**src/rtl/multicycle_sequencer_pkg.sv**
```systemverilog
// Shared definitions for the multi-cycle CPU sequencer: state encodings and
// datapath constants used by the control path.
package seq_pkg;

    localparam int unsigned STATE_W = 3;

    typedef enum logic [STATE_W-1:0] {
        ST_IDLE   = 3'd0,
        ST_FETCH  = 3'd1,
        ST_DECODE = 3'd2,
        ST_EXEC   = 3'd3,
        ST_MEM    = 3'd4,
        ST_WB     = 3'd5,
        ST_ERR    = 3'd6
    } state_e;

    localparam logic [3:0] ALU_OP_NOP = 4'h0;

    // States that own the shared memory port and therefore hold a request.
    function automatic logic is_mem_phase(input state_e s);
        return (s == ST_FETCH) || (s == ST_MEM);
    endfunction

endpackage

```
**src/rtl/multicycle_sequencer_if.sv**
```systemverilog
// Shared memory-port handshake between the sequencer (master) and the
// memory arbiter/controller (slave).
interface multicycle_sequencer_if;

    logic out_mem_req;
    logic out_mem_sel_data;
    logic out_mem_wr;
    logic in_mem_ack;

    modport master (
        output out_mem_req,
        output out_mem_sel_data,
        output out_mem_wr,
        input  in_mem_ack
    );

    modport slave (
        input  out_mem_req,
        input  out_mem_sel_data,
        input  out_mem_wr,
        output in_mem_ack
    );

endinterface

```
**src/rtl/multicycle_sequencer_wait_timer.sv**
```systemverilog
// Counts cycles spent waiting for a memory acknowledge; expires on the
// TIMEOUT-th waiting cycle.
module wait_timer #(
    parameter int unsigned TIMEOUT = 16
) (
    input  logic in_clk,
    input  logic in_rst_n,
    input  logic in_clear,
    input  logic in_enable,
    output logic out_expired
);

    localparam int unsigned W = $clog2(TIMEOUT);
    localparam logic [W-1:0] LAST = W'(TIMEOUT - 1);

    logic [W-1:0] count_q;
    logic [W-1:0] count_d;

    always_comb begin
        count_d = count_q;
        if (in_clear) begin
            count_d = '0;
        end else if (in_enable) begin
            count_d = count_q + W'(1);
        end
    end

    always_ff @(posedge in_clk or negedge in_rst_n) begin
        if (!in_rst_n) begin
            count_q <= '0;
        end else begin
            count_q <= count_d;
        end
    end

    assign out_expired = (count_q == LAST);

endmodule

```
**src/rtl/multicycle_sequencer.sv**
```systemverilog
// Multi-cycle control FSM: FETCH -> DECODE -> EXEC -> [MEM] -> [WB], sharing
// one memory port for fetch and data, with retire counting and timeout trap.
module multicycle_sequencer
    import seq_pkg::*;
#(
    parameter int unsigned CNT_W   = 16,
    parameter int unsigned TIMEOUT = 16
) (
    input  logic                       in_clk,
    input  logic                       in_rst_n,
    input  logic                       in_run,
    input  logic                       in_ctrl_memrd,
    input  logic                       in_ctrl_memwrt,
    input  logic                       in_ctrl_regwrt,
    input  logic                       in_ctrl_branch,
    input  logic                       in_ctrl_jump,
    input  logic                       in_br_taken,
    multicycle_sequencer_if.master     mem_if,
    output logic                       out_ir_load,
    output logic                       out_pc_inc,
    output logic                       out_pc_load,
    output logic                       out_reg_we,
    output logic                       out_busy,
    output logic                       out_err,
    output logic [CNT_W-1:0]           out_retired
);

    state_e           state_q;
    state_e           state_d;
    logic [CNT_W-1:0] retired_q;
    logic [CNT_W-1:0] retired_d;

    logic   retire;
    logic   waiting;
    logic   expired;
    logic   mem_access;
    state_e boundary;

    assign waiting    = is_mem_phase(state_q);
    assign mem_access = in_ctrl_memrd | in_ctrl_memwrt;
    assign boundary   = in_run ? ST_FETCH : ST_IDLE;

    // An ack also restarts the count, so MEM -> FETCH back-to-back begins at 0.
    wait_timer #(
        .TIMEOUT(TIMEOUT)
    ) u_wait_timer (
        .in_clk      (in_clk),
        .in_rst_n    (in_rst_n),
        .in_clear    (!waiting || mem_if.in_mem_ack),
        .in_enable   (waiting),
        .out_expired (expired)
    );

    always_comb begin
        state_d     = state_q;
        retire      = 1'b0;
        out_ir_load = 1'b0;
        out_pc_inc  = 1'b0;
        out_pc_load = 1'b0;
        out_reg_we  = 1'b0;

        case (state_q)
            ST_IDLE: begin
                if (in_run) state_d = ST_FETCH;
            end
            ST_FETCH: begin
                if (mem_if.in_mem_ack) begin
                    out_ir_load = 1'b1;
                    out_pc_inc  = 1'b1;
                    state_d     = ST_DECODE;
                end else if (expired) begin
                    state_d = ST_ERR;
                end
            end
            ST_DECODE: state_d = ST_EXEC;
            ST_EXEC: begin
                if (mem_access) begin
                    state_d = ST_MEM;
                end else if (in_ctrl_regwrt) begin
                    state_d = ST_WB;
                end else begin
                    out_pc_load = in_ctrl_jump | (in_ctrl_branch & in_br_taken);
                    retire      = 1'b1;
                    state_d     = boundary;
                end
            end
            ST_MEM: begin
                if (mem_if.in_mem_ack) begin
                    if (in_ctrl_jump) begin
                        out_pc_load = 1'b1;
                        retire      = 1'b1;
                        state_d     = boundary;
                    end else if (in_ctrl_regwrt) begin
                        state_d = ST_WB;
                    end else begin
                        retire  = 1'b1;
                        state_d = boundary;
                    end
                end else if (expired) begin
                    state_d = ST_ERR;
                end
            end
            ST_WB: begin
                out_reg_we = 1'b1;
                retire     = 1'b1;
                state_d    = boundary;
            end
            ST_ERR:  state_d = ST_ERR;
            default: state_d = ST_IDLE;
        endcase
    end

    always_comb begin
        retired_d = retired_q;
        if (retire) retired_d = retired_q + CNT_W'(1);
    end

    always_ff @(posedge in_clk or negedge in_rst_n) begin
        if (!in_rst_n) begin
            state_q   <= ST_IDLE;
            retired_q <= '0;
        end else begin
            state_q   <= state_d;
            retired_q <= retired_d;
        end
    end

    assign mem_if.out_mem_req      = waiting;
    assign mem_if.out_mem_sel_data = (state_q == ST_MEM);
    assign mem_if.out_mem_wr       = (state_q == ST_MEM) && in_ctrl_memwrt;
    assign out_busy                = (state_q != ST_IDLE) && (state_q != ST_ERR);
    assign out_err                 = (state_q == ST_ERR);
    assign out_retired             = retired_q;

endmodule

```
**src/flat_wrapper.sv**
```systemverilog
// flat-port wrapper written by rule: the top's interface ports become plain ports
module multicycle_sequencer_flat import seq_pkg::*;
#(
    parameter int unsigned CNT_W   = 16,
    parameter int unsigned TIMEOUT = 16
)
  (in_clk, in_rst_n, in_run, in_ctrl_memrd, in_ctrl_memwrt, in_ctrl_regwrt, in_ctrl_branch, in_ctrl_jump, in_br_taken, out_ir_load, out_pc_inc, out_pc_load, out_reg_we, out_busy, out_err, out_retired, mem_if_out_mem_req, mem_if_out_mem_sel_data, mem_if_out_mem_wr, mem_if_in_mem_ack);
  multicycle_sequencer_if mem_if_i ();
  input  logic in_clk;
  input  logic in_rst_n;
  input  logic in_run;
  input  logic in_ctrl_memrd;
  input  logic in_ctrl_memwrt;
  input  logic in_ctrl_regwrt;
  input  logic in_ctrl_branch;
  input  logic in_ctrl_jump;
  input  logic in_br_taken;
  output logic out_ir_load;
  output logic out_pc_inc;
  output logic out_pc_load;
  output logic out_reg_we;
  output logic out_busy;
  output logic out_err;
  output logic [CNT_W-1:0] out_retired;
  output wire logic [$bits(mem_if_i.out_mem_req)-1:0] mem_if_out_mem_req;
  output wire logic [$bits(mem_if_i.out_mem_sel_data)-1:0] mem_if_out_mem_sel_data;
  output wire logic [$bits(mem_if_i.out_mem_wr)-1:0] mem_if_out_mem_wr;
  input wire logic [$bits(mem_if_i.in_mem_ack)-1:0] mem_if_in_mem_ack;
  assign mem_if_out_mem_req = mem_if_i.out_mem_req;
  assign mem_if_out_mem_sel_data = mem_if_i.out_mem_sel_data;
  assign mem_if_out_mem_wr = mem_if_i.out_mem_wr;
  assign mem_if_i.in_mem_ack = mem_if_in_mem_ack;
  multicycle_sequencer #(.CNT_W(CNT_W), .TIMEOUT(TIMEOUT)) u_core (.in_clk(in_clk), .in_rst_n(in_rst_n), .in_run(in_run), .in_ctrl_memrd(in_ctrl_memrd), .in_ctrl_memwrt(in_ctrl_memwrt), .in_ctrl_regwrt(in_ctrl_regwrt), .in_ctrl_branch(in_ctrl_branch), .in_ctrl_jump(in_ctrl_jump), .in_br_taken(in_br_taken), .mem_if(mem_if_i), .out_ir_load(out_ir_load), .out_pc_inc(out_pc_inc), .out_pc_load(out_pc_load), .out_reg_we(out_reg_we), .out_busy(out_busy), .out_err(out_err), .out_retired(out_retired));
endmodule
```
**config.mk**
```make
export PLATFORM = sky130hd
export DESIGN_NAME = multicycle_sequencer_flat
export DESIGN_NICKNAME = d
export VERILOG_FILES = /design/src/rtl/multicycle_sequencer_pkg.sv /design/src/rtl/multicycle_sequencer_if.sv /design/src/rtl/multicycle_sequencer_wait_timer.sv /design/src/rtl/multicycle_sequencer.sv /design/src/flat_wrapper.sv
export SDC_FILE = /design/constraint.sdc
export NUM_CORES = 1
export LEC_CHECK = 0
export ABC_AREA = 0
export CORE_MARGIN = 5
export CORE_UTILIZATION = 47
export DETAILED_ROUTE_END_ITERATION = 12
export PLACE_DENSITY = 0.79
export SYNTH_ARGS = -nofsm -noshare
export SYNTH_HDL_FRONTEND = slang
export SYNTH_SLANG_ARGS = --single-unit
```
**constraint.sdc**
```tcl
create_clock -name in_clk -period 1.9 [get_ports in_clk]
set_input_delay 0.38 -clock in_clk [delete_from_list [all_inputs] [get_ports in_clk]]
set_output_delay 0.38 -clock in_clk [all_outputs]
set_load 0.03 [all_outputs]
```
**Word level (Yosys, flattened, before mapping)**

Cells that the tools add are included.

- Bits in registers: 23
- Bits in latches: 0
- RAM bits: 0
- ROM bits: 0
- Output and inout port bits: 25
- Memories: 0

- Add/sub/neg operators: 2
- $mul: 0
- Div/mod/pow operators: 0
- Magnitude comparators: 0
- Equality and inequality tests: 9
- Shifts and indexed selects: 0
- Multiplexer cells: 24
- Bitwise operators: 3
- Reductions and logical operators: 8

Operators with widths:

| operator | count |
|---|---|
| $mux 3 | 7 |
| $pmux 3 s7 | 1 |
| $add 16x1->16 const B | 1 |
| $mux 1 | 12 |
| $eq 3x3->1 const B | 3 |
| $mux 4 | 2 |
| $eq 3x2->1 const B | 2 |
| $add 4x1->4 const B | 1 |
| $eq 4x4->1 const B | 1 |
| $eq 3x1->1 const B | 1 |
| $logic_not 3->1 | 1 |
| $ne 3x3->1 const B | 1 |
| $pmux 1 s3 | 1 |
| $reduce_bool 3->1 | 1 |
| $logic_and 1x1->1 | 2 |
| $logic_or 1x1->1 | 2 |
| $ne 2x2->1 const B | 1 |
| $or 1x1->1 | 2 |
| $pmux 1 s2 | 1 |
| $reduce_bool 2->1 | 1 |
| $and 1x1->1 | 1 |
| $logic_not 1->1 | 1 |

**Longest topological paths before layout**

- Depth after elaboration: 5
- Depth in mapped cells: 7
- Mapped depth without buffers: 5

**Modules after synthesis**

From an unflattened synthesis, not the netlist that was laid out.

- Cell total of the unflattened synthesis: 130
- Area, all modules: 1346.3 µm²

By module, submodules not included:

| module | instances | cells each | area an instance (µm²) |
|---|---|---|---|
| multicycle_sequencer | 1 | 113 | 1147.4 |
| wait_timer | 1 | 17 | 198.9 |

**Worst setup path after synthesis**

OpenSTA, ideal clock, no wires.

- Path kind: flip-flop to output port
- Start point: reg u_core.state_q[1]
- End point: out out_pc_load
- Arrival time: 1.577 ns
- Data required time: 1.520 ns
- Setup slack: -0.057 ns
- Cell stages (with the launch flop): 6
- Path buffers: 1
- Path through: dfrtp_1 clkbuf_1 nor2_1 nand2_1 nand2_1 o2bb2ai_1

- Word-level cells in the longest chain between the ends: 2

Ends and longest elaborated chain:

| item | RTL line | text |
|---|---|---|
| from (decl) | multicycle_sequencer.sv:28 | `state_e state_q;` |
| from (signal assigned) | multicycle_sequencer.sv:123 | `state_q <= state_d;` |
| $eq 3x3->1 | - |  |
| net mem_if_out_mem_sel_data | flat_wrapper.sv:26 | `output wire logic [$bits(mem_if_i.out_mem_sel_data)-1:0] mem_if_out_mem_sel_data;` |
| $pmux 1 s2 | multicycle_sequencer.sv:62 | `case (state_q)` |
| to (decl) | flat_wrapper.sv:20 | `output logic out_pc_load;` |

The timed path passes the listed nets, and every way through them passes these cells.

**Worst setup path in the final report**

- Start point: reg u_core.state_q[0]
- End point: out out_pc_load

- Word-level cells in the longest chain between the ends: 2

Ends and longest elaborated chain:

| item | RTL line |
|---|---|
| $eq 3x3->1 or $eq 3x2->1 (tied branches) | multicycle_sequencer.sv:62 |
| $pmux 1 s2 (*) | multicycle_sequencer.sv:62 |

Every way passes the cells marked *; elsewhere a longest branch is shown, timed or not.

==> results.yml <==
sta:
  fmax_ghz: 0.516
  setup_ws_ps: -36.5
  worst_pin_slew_ps: 481
  finalHoldViolCount: 0
  rsz0062_at_grt: "yes"
  tns_ps: -36.5
  finalMaxSlewViolations: 0
  hold_slack_ps: 398
  clock_skew_ps: 9.77
  slew_headroom_pct: 68.0
  min_period_over_period_pct: 102
  setup_violations: 1
  period_minus_slack_ps: 1940
placed_design:
  placed_cells: 195
  finalWeightedCongestion: 0.840
  dp_slack_ps: -179
  port_buffers: 34
  dp_hpwl_um: 2190
  place_area_sq_um: 1670
synth:
  ys_warn_count: 0
  yosys-top-cells-area: "dfrtp_1, xnor2_1, nand2_1"
  synth_top_area_share_pct: 46.6
  syn_area_per_cell_sq_um: 10.0
  synth_cells: 123
  syn_area_sq_um: 1230
  synth-seq-cells: 23
  synth_cell_types: 36
  yosysSeqAreaShare_pct: 46.6
  synth_fp_nets: 135
  synth_area_leader_cell: "dfrtp_1"
die:
  die_h_um: 61.3
  io-pin-count: 35
  start_util_pct: 49.4
  fp.dieW_um: 61.3
  core_sq_um: 2500
  dieArea_sq_um: 3750
  num_rows: 18
cts:
  cts-root-buf: "clkbuf_4"
  cts_tree: "done"
  clkSlewWorstSetupHoldPaths_ps: 120
  clk_latency_ps: 310
  clockBufferDepth: 2
  numCtsBuffers: 3
  hold_buffers: 0
  cts_sinks: 23
  cts_htree_levels: 1
power_and_ir_drop:
  leakage_nw: 0.894
  finalPower_mw: 1.82
  power_density_nw_per_um2: 1030
  ir_drop_mv: 0.960
global_routing:
  grt_util_all_layers_pct: 16.9
  antenna_found_initial: 0
  grt_overflow: 0
  grt_max_degree: 24
  grt_pass1_vias: 1051
  grt_first_pass_wirelength_um: 4730
final_layout:
  final_common_cell: "dfrtp_1"
  stdcell_count: 201
  fin_nets: 184
  design_area_sq_um: 1760
  final_util_pct: 70.5
  mostFrequentLayoutCells: "dfrtp_1, clkdlybuf4s50_1, buf_4, nand2_1, xnor2_1"
  drive_gt1_share_pct: 21.1
  syn_to_final_growth_pct: 42.8
  n_antenna_cell: 0
route:
  drt-total-wl_um: 2920
  drc: 0
  dr.pass1.iters: 4
  wl_per_cell_um: 14.5
  detail_route.vias_per_cell: 5.44
  dr_total_vias: 1093
  drtAntennaViolNets: 0
  first_iter_violations: 30
job:
  cap_violations: 0
critical_path:
  crit_required_ps: 1520
  crit_arrival_ps: 1560
  worstPathMaxFanout: 3
  worstSetupPathType: "reg2out"
  endpoint_kind: "primary output"
  critPathLaunchType: "register"
status:
  outcome: "complete, but fails checks"
  violations: "setup timing"
min_path:
  hold_path.class: "in2async"
[layout make-up]
cell class | instances | area [sq um]
Inverter | 4 | 15.0
Multi-Input combinational cell | 91 | 646
Fill cell | 194 | 737
Clock buffer | 4 | 26.3
Tap cell | 30 | 37.5
Sequential cell | 23 | 577
Timing Repair Buffer | 49 | 462
[worst max-delay path, cell delays in order (launching register included)]
cell	delay, ps
dfrtp_1	410
nand2b_1	210
nor2_2	150
nand2_1	100
nand2_2	80
o2bb2ai_1	110
buf_4	180
[final timing paths]
check                                                 end  slack, ps                            from  cells after the start
max in group asynchronous               u_core.state_q[1]       1240                        in_rst_n                      2
min in group in_clk        u_core.u_wait_timer.count_q[0]        480  u_core.u_wait_timer.count_q[0]                      1
min reg2reg                u_core.u_wait_timer.count_q[0]        480  u_core.u_wait_timer.count_q[0]                      1
max                                           out_pc_load        -40               u_core.state_q[0]                      6
max reg2reg                        u_core.out_retired[13]        180               u_core.state_q[1]                      6
min                                     u_core.state_q[2]        400                        in_rst_n                      2
[layer usage]
layer	GRT usage, %	vias to the layer above	wire length [um]
met5	0	-	0
met4	2.79	0	25
met3	4.40	4	156
met2	27.8	31	1510
met1	22.8	530	1230
li1	-	528	-
[cells in the mapped netlist]
cell       number
buf_4           1
o21bai_1        1
or2b_1          1
ha_1            2
and2_4          1
a221o_1         1
inv_1           4
nand2b_1        3
o21ai_0         2
buf_2           1
or3b_1          1
a22oi_1         1
and4_1          2
xnor2_1        12
nand4_4         1
o31ai_1         1
nor4_1          1
a31oi_1         1
nand3_1         6
dfrtp_1        23
nand2_1        14
a21oi_1         5
o211ai_1        1
clkbuf_1        2
xor2_1          6
o2bb2ai_1       1
nor3_1          4
o32ai_1         1
nor2b_4         1
buf_6           1
o2111ai_1       1
nor2_1          9
and2_1          1
nor4_4          1
and3_1          5
nand4_1         4
[repair_timing]
item / in CTS / in global routing
resized for setup: 7 / 16
pin swaps: 0 / 3
endpoints found under the setup margin: 5 / 17
setup buffers: 2 / 0
[kinds of logic (layout without fill, tap and decap cells)]
kind of cell,count (synthesis),count (layout),synth area share (%)
simple gates,55,55,26.1
fa+ha+maj,2,2,2.03
buf+inv,9,57,3.75
flops,23,23,46.6
xor+xnor,18,18,12.8
compound gates,16,16,8.71
[state kept, by name, indices dropped and copies added, names as in the netlist]
register and count:
u_core.u_wait_timer.count_q 4, u_core.state_q 3, u_core.out_retired 16
[where the power goes]
part | total [mW] | switching (mW) | leakage [nW] | internal (mW)
clock network | 0.220 | 0.138 | 0.0150 | 0.0819
registers | 0.658 | 0.0919 | 0.311 | 0.566
logic | 0.942 | 0.508 | 0.568 | 0.434
total | 1.82 | 0.738 | 0.894 | 1.08
(Power assumes the default switching activity.)
